$ cat src/rtl/rtc_edit_ctrl.sv
// RTC set-time edit sequencer: field select, up/down strobes with auto-repeat, blink.
// Optional EDIT_TIMEOUT_EN adds an inactivity auto-exit after TIMEOUT idle cycles.
module rtc_edit_ctrl #(
    parameter int NUM_FIELDS    = 6,
    parameter int REPEAT_DELAY  = 50000000,
    parameter int REPEAT_PERIOD = 25000000,
    parameter int BLINK_DIV     = 25000000,
    parameter int TIMEOUT       = 1000000000
) (
    input  logic       clk,
    input  logic       reset,
    input  logic       btn_edit,
    input  logic       btn_left,
    input  logic       btn_right,
    input  logic       btn_up,
    input  logic       btn_down,
    output logic [3:0] en_count,
    output logic       enUP,
    output logic       enDOWN,
    output logic       edit_active,
    output logic       blink
);

    localparam int RMAX = (REPEAT_DELAY > REPEAT_PERIOD) ? REPEAT_DELAY : REPEAT_PERIOD;
    localparam int RW   = (RMAX > 2) ? $clog2(RMAX) : 1;
    localparam int BW   = (BLINK_DIV > 2) ? $clog2(BLINK_DIV) : 1;

    localparam logic [3:0]    NF   = 4'(NUM_FIELDS);
    localparam logic [RW-1:0] DLIM = RW'(REPEAT_DELAY - 1);
    localparam logic [RW-1:0] PLIM = RW'(REPEAT_PERIOD - 1);
    localparam logic [BW-1:0] BLIM = BW'(BLINK_DIV - 1);

    typedef enum logic [1:0] {IDLE, EDIT, HOLD, REPEAT} state_t;

    state_t        state, state_n;
    logic          dir_up, dir_up_n;
    logic [RW-1:0] rcnt, rcnt_n;
    logic [BW-1:0] bcnt, bcnt_n;
    logic [3:0]    ec_n;
    logic          up_n, dn_n, act_n, bl_n;
    logic          p_edit, p_left, p_right, p_up, p_down;
    logic          r_edit, r_left, r_right, r_up, r_down;
    logic          field_chg, go_idle;
    logic          act_btn, opp_btn;

`ifdef EDIT_TIMEOUT_EN
    localparam int TW = (TIMEOUT > 2) ? $clog2(TIMEOUT) : 1;
    localparam logic [TW-1:0] TLIM = TW'(TIMEOUT - 1);
    logic [TW-1:0] tcnt, tcnt_n;
`endif

    assign r_edit  = btn_edit  & ~p_edit;
    assign r_left  = btn_left  & ~p_left;
    assign r_right = btn_right & ~p_right;
    assign r_up    = btn_up    & ~p_up;
    assign r_down  = btn_down  & ~p_down;

    assign act_btn = dir_up ? btn_up   : btn_down;
    assign opp_btn = dir_up ? btn_down : btn_up;

    always_comb begin
        state_n   = state;
        dir_up_n  = dir_up;
        rcnt_n    = rcnt;
        ec_n      = en_count;
        up_n      = 1'b0;
        dn_n      = 1'b0;
        act_n     = edit_active;
        field_chg = 1'b0;
        go_idle   = 1'b0;
        unique case (state)
            IDLE: begin
                if (r_edit) begin
                    state_n   = EDIT;
                    ec_n      = 4'd1;
                    act_n     = 1'b1;
                    field_chg = 1'b1;
                end
            end
            EDIT: begin
                if (r_edit) begin
                    go_idle = 1'b1;
                end else if (r_up & ~btn_down) begin
                    up_n     = 1'b1;
                    dir_up_n = 1'b1;
                    rcnt_n   = '0;
                    state_n  = HOLD;
                end else if (r_down & ~btn_up) begin
                    dn_n     = 1'b1;
                    dir_up_n = 1'b0;
                    rcnt_n   = '0;
                    state_n  = HOLD;
                end else if (r_right & ~r_left) begin
                    ec_n      = (en_count == NF) ? 4'd1 : en_count + 4'd1;
                    field_chg = 1'b1;
                end else if (r_left & ~r_right) begin
                    ec_n      = (en_count == 4'd1) ? NF : en_count - 4'd1;
                    field_chg = 1'b1;
                end
            end
            HOLD, REPEAT: begin
                if (r_edit) begin
                    go_idle = 1'b1;
                end else if (~act_btn | opp_btn) begin
                    state_n = EDIT;
                    rcnt_n  = '0;
                end else if (rcnt == ((state == HOLD) ? DLIM : PLIM)) begin
                    up_n    = dir_up;
                    dn_n    = ~dir_up;
                    rcnt_n  = '0;
                    state_n = REPEAT;
                end else begin
                    rcnt_n = rcnt + RW'(1);
                end
            end
            default: state_n = IDLE;
        endcase

`ifdef EDIT_TIMEOUT_EN
        // Any edge or strobe counts as activity; otherwise count toward auto-exit.
        tcnt_n = tcnt + TW'(1);
        if (state == IDLE || r_edit || r_left || r_right || r_up || r_down || up_n || dn_n)
            tcnt_n = '0;
        else if (tcnt == TLIM) begin
            go_idle = 1'b1;
            tcnt_n  = '0;
        end
`endif

        if (go_idle) begin
            state_n   = IDLE;
            ec_n      = 4'd0;
            act_n     = 1'b0;
            up_n      = 1'b0;
            dn_n      = 1'b0;
            rcnt_n    = '0;
            field_chg = 1'b0;
        end

        bl_n   = blink;
        bcnt_n = bcnt;
        if (!act_n) begin
            bl_n   = 1'b0;
            bcnt_n = '0;
        end else if (field_chg) begin
            bl_n   = 1'b1;
            bcnt_n = '0;
        end else if (bcnt == BLIM) begin
            bl_n   = ~blink;
            bcnt_n = '0;
        end else begin
            bcnt_n = bcnt + BW'(1);
        end
    end

    always_ff @(posedge clk) begin
        if (reset) begin
            state       <= IDLE;
            dir_up      <= 1'b0;
            rcnt        <= '0;
            bcnt        <= '0;
            en_count    <= 4'd0;
            enUP        <= 1'b0;
            enDOWN      <= 1'b0;
            edit_active <= 1'b0;
            blink       <= 1'b0;
            p_edit      <= 1'b0;
            p_left      <= 1'b0;
            p_right     <= 1'b0;
            p_up        <= 1'b0;
            p_down      <= 1'b0;
        end else begin
            state       <= state_n;
            dir_up      <= dir_up_n;
            rcnt        <= rcnt_n;
            bcnt        <= bcnt_n;
            en_count    <= ec_n;
            enUP        <= up_n;
            enDOWN      <= dn_n;
            edit_active <= act_n;
            blink       <= bl_n;
            p_edit      <= btn_edit;
            p_left      <= btn_left;
            p_right     <= btn_right;
            p_up        <= btn_up;
            p_down      <= btn_down;
        end
    end

`ifdef EDIT_TIMEOUT_EN
    always_ff @(posedge clk) begin
        if (reset) tcnt <= '0;
        else       tcnt <= tcnt_n;
    end
`endif

endmodule

$ cat config.mk
export PLATFORM = sky130hd
export DESIGN_NAME = rtc_edit_ctrl
export DESIGN_NICKNAME = d
export VERILOG_FILES = /design/src/rtl/rtc_edit_ctrl.sv
export SDC_FILE = /design/constraint.sdc
export NUM_CORES = 1
export LEC_CHECK = 0
export ABC_AREA = 1
export BUFFER_PORTS_ARGS = -buffer_cell sky130_fd_sc_hd__buf_2
export CAP_MARGIN = 10
export CORE_MARGIN = 2
export CORE_UTILIZATION = 56
export CTS_CLUSTER_SIZE = 30
export DETAILED_ROUTE_END_ITERATION = 10
export GPL_ROUTABILITY_DRIVEN = 0
export PLACE_DENSITY = 0.8
export SLEW_MARGIN = 20
export SYNTH_ARGS = -nofsm -noshare
export SYNTH_HDL_FRONTEND = slang
export SYNTH_SLANG_ARGS = --single-unit
$ cat constraint.sdc
create_clock -name clk -period 1.8 [get_ports clk]
set_clock_uncertainty 0.15 [all_clocks]
set_input_delay 0.27 -clock clk [delete_from_list [all_inputs] [get_ports clk]]
set_output_delay 0.27 -clock clk [all_outputs]
set_load 0.005 [all_outputs]
==> metrics <==
status finished, final reports clean; cell family with most CP delay simple AND/OR/NAND/NOR gates; via count 3536; initial antenna violation count 0; CORE AREA 6386 um^2; number of synthesized register bits 67; area grow syn2layout 16.80%; Initial Util 0.5842; drt pass-1 iters 5; pins over their slew limit 0; DP HPWL 5755 um; Area contributors post-synth dfxtp_1 36%, nand2_1 13%, nor2_1 9.5%; Worst setup SP type register; crit path DAT 1.82 ns; CTS sink count 67; Synth cell types 36; CP cell instances ha_1, inv_2, nor2_4, nand2_4, nor2_4, nand3_2, nor2_4, nand2_1, nor3_1, nor2_1; Fill cells 539; cts bufs inserted 9; post-synth top area cell dfxtp_1; Ys Warns 0; CTS tree built; P per Cell Area 824.7 nW/um^2; row count 29; Iteration-0 DRC Markers 235; max_slew headroom 0.6775; CP Max Fanout 3; area taken by multi-input logic gates 2198 um^2; # Max-Cap Violations 0; Final Setup Violations 0; grt total ovfl 0; clk buf depth 2; clock root buffer clkbuf_8; hold crit path type in2reg; die footprint 7332 um^2; Setup crit end kind register; Die Span Y 85.63 um; CTS clk-pin slew, worst paths 0.07 ns; first-pass GRT wire length 13300 um; Mapped Area 3731 um^2; final hold vios 0; register area share after synthesis 0.3595; FMAX 575.1 MHz; largest net degree at the start of global routing 24; Max IR drop VDD 0.0006521 V; post-DR wirelength/cell 12.00 um; port bufs 14; share of cells above drive strength 1 0.2084; Critical Path RT 1.88 ns; final WL 8067 um; max incr delay on CP 0.33 ns; Most common cell on crit path nor2_4; CP bufs+invs 1; DR DRC count 0; commonest non-fill, non-tap cell in the layout nand2_1; Slew @ Worst Pin 0.4793 ns; Crit-path slowest cell dfxtp_2; Pwr Total 3.594 mW; Avg Synthesized Cell Area 6.821 um^2; critical path type reg2reg; H-tree Lvls 3; clk_lat worst skew 0.34 ns; min cycle time layout 1.739 ns; final worst-path cycle share 0.9660; Inserted Diodes 0; fin util 0.6824; Lkg Pwr 1.698 nW; Die W 85.63 um; Vias/cell 5.262; most frequent cells in the layout 128 x nand2_1, 87 x nor2_1, 59 x dfxtp_1; Mapped Cells 547; syn_nets 561; Routed Antenna Nets 0; IO Pins 15; Reg area 1351 um^2; Total GRT Usage 0.2237; via count of the first global-routing pass 3155; nets 604; top cell type's share of synthesized area 0.3595; RSZ-0062 raised after global routing true
cells by family (layout without fill, tap and decap cells):
| group | Yosys count | in the layout | share of synthesized area |
|---|---|---|---|
| and+or+nand+nor | 333 | 333 | 0.3991 |
| AOI/OAI and AO/OA | 41 | 41 | 0.06975 |
| adders and majority gates | 7 | 7 | 0.02347 |
| muxes | 1 | 1 | 0.002683 |
| xor gates and xnor gates | 26 | 26 | 0.06103 |
| DFF | 67 | 67 | 0.3595 |
| buffers and inverters | 72 | 120 | 0.08450 |
timing repair:
item	4_1_cts	5_1_grt
gates resized for setup	4	36
pin swaps	1	9
endpoints found under the hold margin	2	0
endpoints found under the setup margin	14	54
hold buffers	2	0
setup buffers	0	1
worst min-delay path, delay by kind of cell:
family	cells	cell delay, ns
buffers and inverters	2	0.11
and+or+nand+nor	1	0.08
synth_stat cells (all sizes together):
cell type	count
or3	1
nand4	12
o21bai	1
or2	8
buf	6
nand3	40
a31oi	2
ha	7
nand3b	1
xor2	17
mux2i	1
a21oi	24
dfxtp	67
nor2	107
clkbuf	1
and3	1
nor4	5
inv	65
xnor2	9
nand2	141
o21ai	12
o211ai	1
nor3	17
a21o	1
power breakdown:
part	total (mW)	switching [mW]	internal (mW)	leakage, nW
logic	0.854	0.513	0.341	1.07
clock network	1.13	0.549	0.578	0.0840
registers	1.61	0.0624	1.55	0.546
total	3.59	1.12	2.47	1.70
through the flow:
step | instance area [um^2] | setup WS, ns | hold WS, ns | std cells | TNS [ns]
6_report | 4358 | 0.06112 | 0.0001008 | 672 | 0
5_1_grt | 4358 | -0.01900 | 0.04099 | 672 | -0.08350
4_1_cts | 4232 | 0.004271 | 0.0006538 | 671 | 0
3_5_place_dp | 4016 | -0.06973 | 0.3256 | 653 | -0.5483
3_3_place_gp | 4016 | -0.05569 | 0.3180 | 653 | -0.2020
2_1_floorplan | 3731 | 0.01953 | 0.1891 | 547 | 0
registers in the layout, indices dropped and copies added (netlist names):
register	flops
bcnt	25
blink	1
dir_up	1
edit_active	1
enDOWN	1
enUP	1
en_count	4
p_down	1
p_edit	1
p_left	1
p_right	1
p_up	1
rcnt	26
state	2
layer usage:
| layer | up-vias | share of wire | GRT usage |
|---|---|---|---|
| li1 | 1817 | - | - |
| met3 | 12 | 0.045 | 0.04812 |
| met4 | 0 | 0.016 | 0.09091 |
| met5 | - | 0 | 0 |
| met1 | 1633 | 0.45 | 0.2866 |
| met2 | 74 | 0.49 | 0.3672 |
cell type report:
type                            instances  area share
Clock buffer                           15     0.03819
Multi-Input combinational cell        408      0.5045
Tap cell                               77     0.02211
Clock inverter                          1    0.001723
Sequential cell                        67      0.3101
Inverter                               65     0.05656
Timing Repair Buffer                   39     0.06690
path summary, 6_finish.rpt:
path | from | end | slack, ns | cells past startpoint
setup reg to reg | rcnt[1] | rcnt[22] | 0.06 | 10
hold / removal | btn_right | p_right | 0.0001 | 3
setup / recovery | rcnt[1] | rcnt[22] | 0.06 | 10
hold reg to reg | bcnt[3] | bcnt[3] | 0.33 | 2
Note: power is estimated with default switching activity, not from simulation.
